`src/rtl/traffic_intersection_ctrl.sv`:
```
// traffic_intersection_ctrl: two-approach intersection scheduler with a seconds prescaler,
// a phase down-counter, pedestrian request latches and registered one-hot lamp outputs.
module traffic_intersection_ctrl #(
    parameter int CLK_PER_SEC = 50000000,
    parameter int GREEN_SEC   = 20,
    parameter int YELLOW_SEC  = 3,
    parameter int ALLRED_SEC  = 2,
    parameter int CNT_W       = 8
) (
    input  logic             clk,
    input  logic             rst_n,
    input  logic             en,
    input  logic             ped_req_ns,
    input  logic             ped_req_ew,
    output logic [2:0]       ns_light,
    output logic [2:0]       ew_light,
    output logic             walk_ns,
    output logic             walk_ew,
    output logic             sec_tick,
    output logic [CNT_W-1:0] remain
);
    localparam int PW = (CLK_PER_SEC > 1) ? $clog2(CLK_PER_SEC) : 1;
    localparam logic [PW-1:0] P_LAST = PW'((CLK_PER_SEC > 1) ? CLK_PER_SEC - 1 : 0);
    localparam logic [CNT_W-1:0] G_D = CNT_W'((GREEN_SEC  == 0) ? 1 : GREEN_SEC);
    localparam logic [CNT_W-1:0] Y_D = CNT_W'((YELLOW_SEC == 0) ? 1 : YELLOW_SEC);
    localparam logic [CNT_W-1:0] R_D = CNT_W'((ALLRED_SEC == 0) ? 1 : ALLRED_SEC);
    localparam logic [2:0] RED = 3'b100, YEL = 3'b010, GRN = 3'b001;

    typedef enum logic [2:0] {IDLE, NS_G, NS_Y, AR1, EW_G, EW_Y, AR2} state_t;

    state_t           state, state_nx;
    logic [PW-1:0]    presc, presc_nx;
    logic [CNT_W-1:0] remain_nx;
    logic             tick_nx, enter, last;
    logic             req_ns, req_ew, req_ns_nx, req_ew_nx;
    logic             walk_ns_nx, walk_ew_nx;
    logic [2:0]       ns_nx, ew_nx;

    function automatic state_t succ(input state_t s);
        case (s)
            NS_G:    succ = NS_Y;
            NS_Y:    succ = AR1;
            AR1:     succ = EW_G;
            EW_G:    succ = EW_Y;
            EW_Y:    succ = AR2;
            default: succ = NS_G;
        endcase
    endfunction

    function automatic logic [CNT_W-1:0] dur(input state_t s);
        dur = (s == NS_G || s == EW_G) ? G_D : (s == NS_Y || s == EW_Y) ? Y_D : R_D;
    endfunction

    assign last = (presc == P_LAST);

    always_ff @(posedge clk) begin
        if (!rst_n) state <= IDLE;
        else        state <= state_nx;
    end

    always_comb begin
        state_nx   = state;
        presc_nx   = presc;
        remain_nx  = remain;
        tick_nx    = 1'b0;
        enter      = 1'b0;
        req_ns_nx  = req_ns | ped_req_ns;
        req_ew_nx  = req_ew | ped_req_ew;
        walk_ns_nx = walk_ns;
        walk_ew_nx = walk_ew;
        if (!en) begin
            state_nx  = IDLE;
            presc_nx  = '0;
            remain_nx = '0;
        end else if (state == IDLE) begin
            state_nx = NS_G;
            enter    = 1'b1;
        end else begin
            presc_nx = last ? '0 : presc + 1'b1;
            if (last) begin
                tick_nx   = 1'b1;
                remain_nx = remain - 1'b1;
                // remain==0 cannot occur outside IDLE; treat it like 1 so the FSM never stalls
                if (remain == CNT_W'(1) || remain == '0) begin
                    state_nx = succ(state);
                    enter    = 1'b1;
                end
            end
        end
        if (enter) begin
            presc_nx  = '0;
            remain_nx = dur(state_nx);
        end
        if (enter && state_nx == NS_G) begin
            walk_ns_nx = req_ns | ped_req_ns;
            req_ns_nx  = 1'b0;
        end
        if (enter && state_nx == EW_G) begin
            walk_ew_nx = req_ew | ped_req_ew;
            req_ew_nx  = 1'b0;
        end
        if (state_nx != NS_G) walk_ns_nx = 1'b0;
        if (state_nx != EW_G) walk_ew_nx = 1'b0;
        ns_nx = (state_nx == NS_G) ? GRN : (state_nx == NS_Y) ? YEL : RED;
        ew_nx = (state_nx == EW_G) ? GRN : (state_nx == EW_Y) ? YEL : RED;
    end

    always_ff @(posedge clk) begin
        if (!rst_n) begin
            presc    <= '0;
            remain   <= '0;
            sec_tick <= 1'b0;
            req_ns   <= 1'b0;
            req_ew   <= 1'b0;
            walk_ns  <= 1'b0;
            walk_ew  <= 1'b0;
            ns_light <= RED;
            ew_light <= RED;
        end else begin
            presc    <= presc_nx;
            remain   <= remain_nx;
            sec_tick <= tick_nx;
            req_ns   <= req_ns_nx;
            req_ew   <= req_ew_nx;
            walk_ns  <= walk_ns_nx;
            walk_ew  <= walk_ew_nx;
            ns_light <= ns_nx;
            ew_light <= ew_nx;
        end
    end
endmodule

```
`config.mk`:
```
export PLATFORM = sky130hd
export DESIGN_NAME = traffic_intersection_ctrl
export DESIGN_NICKNAME = d
export VERILOG_FILES = /design/src/rtl/traffic_intersection_ctrl.sv
export SDC_FILE = /design/constraint.sdc
export NUM_CORES = 1
export LEC_CHECK = 0
export CORE_UTILIZATION = 45
export CTS_CLUSTER_DIAMETER = 50
export CTS_CLUSTER_SIZE = 30
export DETAILED_ROUTE_END_ITERATION = 8
export PLACE_DENSITY = 0.69
export SLEW_MARGIN = 20
export SYNTH_ARGS = -nofsm -noshare
export SYNTH_HDL_FRONTEND = slang
export SYNTH_SLANG_ARGS = --single-unit
export TNS_END_PERCENT = 100
```
`constraint.sdc`:
```
create_clock -name clk -period 4.81 [get_ports clk]
set_input_delay 0.962 -clock clk [delete_from_list [all_inputs] [get_ports clk]]
set_output_delay 0.962 -clock clk [all_outputs]
set_load 0.02 [all_outputs]
```
==> flow_summary.yaml, run 1 <==
critical_path:
  timing_worst_setup_path_type: "in2reg"
  crit_path_start_kind: "input pin"
  worst-r2r-setup-slack_ns: 2.31
  worstRegToRegCells: 5
  worst_ep_required_time_ns: 5.04
  critical_path_peak_fanout: 23
  reg2reg_end: "presc[9]$_SDFFE_PP0N_"
  rr_startpoint: "presc[3]$_SDFFE_PP0N_"
  worstPathArrival_ns: 2.84
  cp-end-kind: "register"
yosys:
  netlist_top_cells_area: "dfxtp_1 42%, nor2_1 7.4%, xnor2_1 6.9%"
  yosys_most_used_dff: "dfxtp_1"
  yosys_warnings: 0
  postSynthRegisterBits: 48
  synth.avg_cell_area_um2: 8.34
  synth_async_reset_ratio: 0
  synth_cell_types: 37
  synth_largest_type_area_fraction: 0.424
  yosysTopAreaCell: "dfxtp_1"
  synth_most_common_cell: "dfxtp_1"
  syn-instance-count: 272
  synth_commonest_cells: "48 x dfxtp_1, 45 x nor2_1, 20 x nand2_1, 18 x nand3_1, 18 x xnor2_1"
  mappedNetlistNets: 281
  portion_of_the_post_synthesis_area_used_by_sequential_elements: 0.424
  synth_enable_flop_cells: 0
  synthesis.area_um2: 2270
grt:
  grt_pass1_wl_um: 7990
  grt_overflow: 0
  grt_pass1_vias: 1705
  antenna_found_initial: 0
  maximum_number_of_pins_on_one_net_before_global_route_repair: 24
  grt_util_all_layers: 0.194
sta:
  timing.final.hold_violations: 0
  worst_pin_slew_ns: 0.744
  setup_viol: 0
  max_slew_margin_vs_limit: 0.503
  post-route-period-util: 0.543
  tns_ns: 0
  period_needed_ns: 2.61
  setup_repair_after_global_routing_missed_its_margin: "false"
  slew_viol_final: 0
  skew_ns: 0.00542
  fmaxAchievable_ghz: 0.383
hold_path:
  holdCritStartpoint: "presc[0]$_SDFFE_PP0N_"
  holdCritPathClass: "reg2reg"
  holdPathStages: 1
  min_delay_worst_endpoint: "presc[0]$_SDFFE_PP0N_"
die:
  fp.dieW_um: 73
  ioPinCount: 22
  initial_core_util: 0.474
  area_of_the_core_region_um2: 4790
  die-area_um2: 5330
  die_h_um: 73
  placement_rows: 25
cts:
  cts_hold_buf: 0
  cts_tree: "yes"
  clock_transition_at_the_registers_of_the_reported_paths_ns: 0.08
  cts_resizes: 0
  clock_latency_ns: 0.31
  cts_root_buf: "clkbuf_8"
  h-tree-depth: 2
  clock_sinks: 48
  cts-root-to-sink-buffers: 2
  post_cts_buffers: 0
  cts_made_buffers: 5
route:
  detail-route-antenna-nets: 0
  drt-wirelength-per-cell_um: 13.2
  drt-total-wl_um: 4670
  remaining_drc_errors: 0
  total_via_count_in_the_routed_design: 1968
  drt_first_iter_violations: 218
  avgViaCountPerCell: 5.54
  first_pass_iters: 4
finish:
  post-route-cell-area_um2: 2600
  final_net_count: 297
  layout.cells.non_filler: 355
  fraction_of_layout_cells_with_a_size_suffix_above_1: 0.0486
  antenna_cells_inserted: 0
  flow.area_growth_from_synthesis_pct: 14.6
  utilization_after_layout: 0.543
status:
  run_status: "complete, no violations"
power_and_ir_drop:
  power.total_w: 0.000671
  leakagePower_nw: 0.811
  p_per_area_nw_per_um2: 258
  maximum_vdd_drop_v: 0.000153
place:
  placedCellCount: 348
  numPortBuffers: 21
  gp_congestion: 0.826
  cell_area_placed_um2: 2520
  detailedPlacementHpwl_um: 3340
run:
  max_cap_viols: 0
[worst max-delay path: stages]
cell             delay [ns]
clkdlybuf4s50_1        0.56
nand2_1                0.29
nor2_1                 0.28
nand2_1                0.49
nor2_1                 0.25
[placed cells by master, fill, tap and decap left out, drive strengths merged, types with 8 or more instances in the layout]
| cell | count |
|---|---|
| o21ai | 8 |
| clkdlybuf4s50 | 21 |
| nor4 | 11 |
| xnor2 | 18 |
| nor2 | 45 |
| xor2 | 9 |
| dfxtp | 48 |
| nand3 | 18 |
| nor3 | 14 |
| nand2 | 20 |
| nand4 | 13 |
[per-layer routing]
layer  up-vias  GRT usage  routed length, µm  share of wire
met4         0     0.0654                 69          0.015
met2        23      0.279               2070           0.44
met3         9     0.0511                136          0.029
met1       938      0.280               2400           0.51
met5         -          0                  0              0
li1        998          -                  -              -
[report_power, final]
part / switching (W) / leakage, nW / internal (W) / total [W]
sequential: 0.00000440 / 0.389 / 0.000401 / 0.000406
clock: 0.000131 / 0.0410 / 0.0000990 / 0.000230
combinational: 0.0000197 / 0.381 / 0.0000155 / 0.0000352
[worst max path at each step]
stage | slack [ns] | endpoint | startpoint | depth (start not counted)
after CTS | 2.15 | presc[9]$_SDFFE_PP0N_ | en | 5
after global routing | 1.90 | presc[3]$_SDFFE_PP0N_ | en | 5
after floorplan | 2.48 | ns_light[2]$_SDFF_PN1_ | remain[3]$_SDFFE_PN0P_ | 5
final | 2.20 | presc[9]$_SDFFE_PP0N_ | en | 5
after detailed placement | 1.85 | presc[9]$_SDFFE_PP0N_ | en | 5
after global placement | 1.93 | presc[5]$_SDFFE_PP0N_ | en | 5
[logic make-up after synthesis]
| logic type | Yosys count | share of synthesized area |
|---|---|---|
| AOI/OAI and AO/OA | 29 | 0.0872 |
| xor gates and xnor gates | 27 | 0.104 |
| and+or+nand+nor | 146 | 0.327 |
| DFF | 48 | 0.424 |
| buffers and inverters | 16 | 0.0270 |
| muxes | 2 | 0.00883 |
| adders and majority gates | 4 | 0.0221 |
[flip-flops by register name, indices dropped and copies added (netlist names)]
name and cells:
state 3, walk_ew 1, sec_tick 1, ns_light 3, ew_light 3, presc 26, remain 8, req_ew 1
req_ns 1, walk_ns 1
[metrics by stage]
| step | hold WS, ns | setup slack [ns] |
|---|---|---|
| after floorplan | 0.418 | 2.48 |
| after global placement | 0.438 | 1.93 |
| after detailed placement | 0.439 | 1.85 |
| after CTS | 0.457 | 2.15 |
| after global routing | 0.502 | 1.90 |
| final | 0.453 | 2.20 |
[area by class of cell]
class	instances	area, µm²
timing repair buffer	21	210
sequential	48	961
multi-input combinational	208	1250
inverter	4	15.0
clock buffer	6	72.6
clock inverter	1	5.00
tap	67	83.8
fill	440	2190
(Power assumes the default switching activity.)
==> run 2: changes to the inputs <==
--- a/config.mk
+++ b/config.mk
@@ -9,7 +9,7 @@
 export CTS_CLUSTER_DIAMETER = 50
 export CTS_CLUSTER_SIZE = 30
 export DETAILED_ROUTE_END_ITERATION = 8
-export PLACE_DENSITY = 0.69
+export PLACE_DENSITY = 0.72
 export SLEW_MARGIN = 20
 export SYNTH_ARGS = -nofsm -noshare
 export SYNTH_HDL_FRONTEND = slang
==> constraint.sdc (replaced) <==
create_clock -name clk -period 2.35 [get_ports clk]
set_input_delay 0.47 -clock clk [delete_from_list [all_inputs] [get_ports clk]]
set_output_delay 0.47 -clock clk [all_outputs]
set_load 0.02 [all_outputs]
==> flow_summary.yaml, run 2 (synthesized netlist as in run 1, its figures left out) <==
status:
  run_status: "complete, no violations"
sta:
  timing.final.hold_violations: 0
  period_needed_ns: 2.26
  setup_repair_after_global_routing_missed_its_margin: "false"
  worst_pin_slew_ns: 0.674
  max_slew_margin_vs_limit: 0.547
  slew_viol_final: 0
  skew_ns: 0.0105
  post-route-period-util: 0.963
  tns_ns: 0
  setup_viol: 0
  fmaxAchievable_ghz: 0.442
finish:
  utilization_after_layout: 0.569
  layout_common_cells: "48 x dfxtp_1, 45 x nor2_1, 21 x clkdlybuf4s50_1"
  antenna_cells_inserted: 0
  seqCellArea_um2: 961
  layout.filler_cells: 422
  largest_register_ff_count: 26
  fraction_of_layout_cells_with_a_size_suffix_above_1: 0.0984
  multiInputGateArea_um2: 1250
  reg_top3: "presc (26), remain (8)"
  mostFrequentLayoutCell: "dfxtp_1"
  flow.area_growth_from_synthesis_pct: 20.0
  final_net_count: 314
  regMostFlops: "presc"
grt:
  grt_pass1_vias: 1838
  grt_overflow: 0
  antenna_found_initial: 0
  grt_util_all_layers: 0.206
  maximum_number_of_pins_on_one_net_before_global_route_repair: 24
  grt_pass1_wl_um: 8510
route:
  wl_met3_um: 234
  detail-route-antenna-nets: 0
  dr_wl_met2_um: 2230
  remaining_drc_errors: 0
  top_layer_used: "met4"
  total_via_count_in_the_routed_design: 2019
  drt-total-wl_um: 5070
  drt_first_iter_violations: 161
  drt-wirelength-per-cell_um: 13.6
  avgViaCountPerCell: 5.43
  first_pass_iters: 4
  wirelength_met1_um: 2550
power_and_ir_drop:
  clock_share_of_power: 0.337
  seqPwrFrac: 0.599
  p_per_area_nw_per_um2: 509
  p_switching_w: 0.000317
  comb_power_share: 0.064
  power_switching_share: 0.229
  maximum_vdd_drop_v: 0.000254
  power_report.internal_total_w: 0.00107
  leakagePower_nw: 0.894
critical_path:
  crit_path_start_kind: "register"
  timing_worst_setup_path_type: "reg2reg"
  worstPathArrival_ns: 2.52
  worst_ep_required_time_ns: 2.60
  cp-end-kind: "register"
  critical_path_peak_fanout: 4
die:
  ioPinCount: 22
  die_h_um: 73
  fp.dieW_um: 73
  die-area_um2: 5330
  area_of_the_core_region_um2: 4790
  initial_core_util: 0.474
  placement_rows: 25
cts:
  h-tree-depth: 2
  cts-root-to-sink-buffers: 2
  cts_hold_buf: 0
  cts_tree: "yes"
  clock_transition_at_the_registers_of_the_reported_paths_ns: 0.09
  clock_latency_ns: 0.30
  cts_resizes: 0
  cts_made_buffers: 5
  post_cts_buffers: 0
  cts_root_buf: "clkbuf_8"
  clock_sinks: 48
place:
  gp_congestion: 0.835
  numPortBuffers: 21
  detailedPlacementHpwl_um: 3680
hold_path:
  holdCritPathClass: "reg2reg"
run:
  max_cap_viols: 0
[run 2: changes by cell type in the layout (fill, tap and decap cells not counted)]
cell / before / now
buf_4: 0 / 17
nor4_1: 10 / 11
nor4_2: 1 / 0
[run 2: path summary, 6_finish.rpt]
kind	start	depth (start not counted)	to	slack, ns
worst max-delay path	remain[3]$_SDFFE_PN0P_	5	walk_ns$_SDFFE_PP0P_	0.09
worst min-delay path	presc[0]$_SDFFE_PP0N_	1	presc[0]$_SDFFE_PP0N_	0.46
worst max register to register	remain[3]$_SDFFE_PN0P_	5	walk_ns$_SDFFE_PP0P_	0.09
worst min register to register	presc[0]$_SDFFE_PP0N_	1	presc[0]$_SDFFE_PP0N_	0.46
[run 2: critical path: stages (launching register included)]
cell	delay, ns
dfxtp_1	0.31
or4_1	0.55
or4_4	0.50
or4_4	0.54
o2bb2ai_2	0.17
o211a_1	0.15
[run 2: metrics by stage]
step | instance area, µm² | cells | setup WS, ns | power, W | hold WS (ns)
final | 2720 | 372 | 0.0863 | 0.00138 | 0.464
after global routing | 2720 | 372 | 0.0163 | 0.00143 | 0.496
after CTS | 2720 | 372 | 0.0886 | 0.00139 | 0.466
after detailed placement | 2640 | 365 | 0.108 | 0.000936 | 0.450
after global placement | 2640 | 365 | 0.167 | 0.000934 | 0.438
after floorplan | 2270 | 272 | 0.0244 | 0.000893 | 0.418
[run 2: area by class of cell]
type / count / share of cell area
clock inverters: 1 / 0.00184
multi-input cells: 208 / 0.458
clock buffers: 6 / 0.0267
inverters: 4 / 0.00552
well taps: 67 / 0.0308
flip-flops and latches: 48 / 0.353
repair buffers: 38 / 0.124
[run 2: metal layers]
metal / track usage / vias to the layer above
li1: - / 1030
met1: 0.294 / 940
met2: 0.312 / 44
met3: 0.0456 / 5
met4: 0.0588 / 0
met5: 0 / -
[run 2: power groups by stage]
stage	combinational (W)	sequential, W	clock (W)
floorplan	0.0000402	0.000853	0
global placement	0.0000870	0.000847	0
detailed placement	0.0000881	0.000848	0
CTS	0.0000884	0.000829	0.000476
global route	0.0000966	0.000830	0.000504
finish	0.0000887	0.000829	0.000466
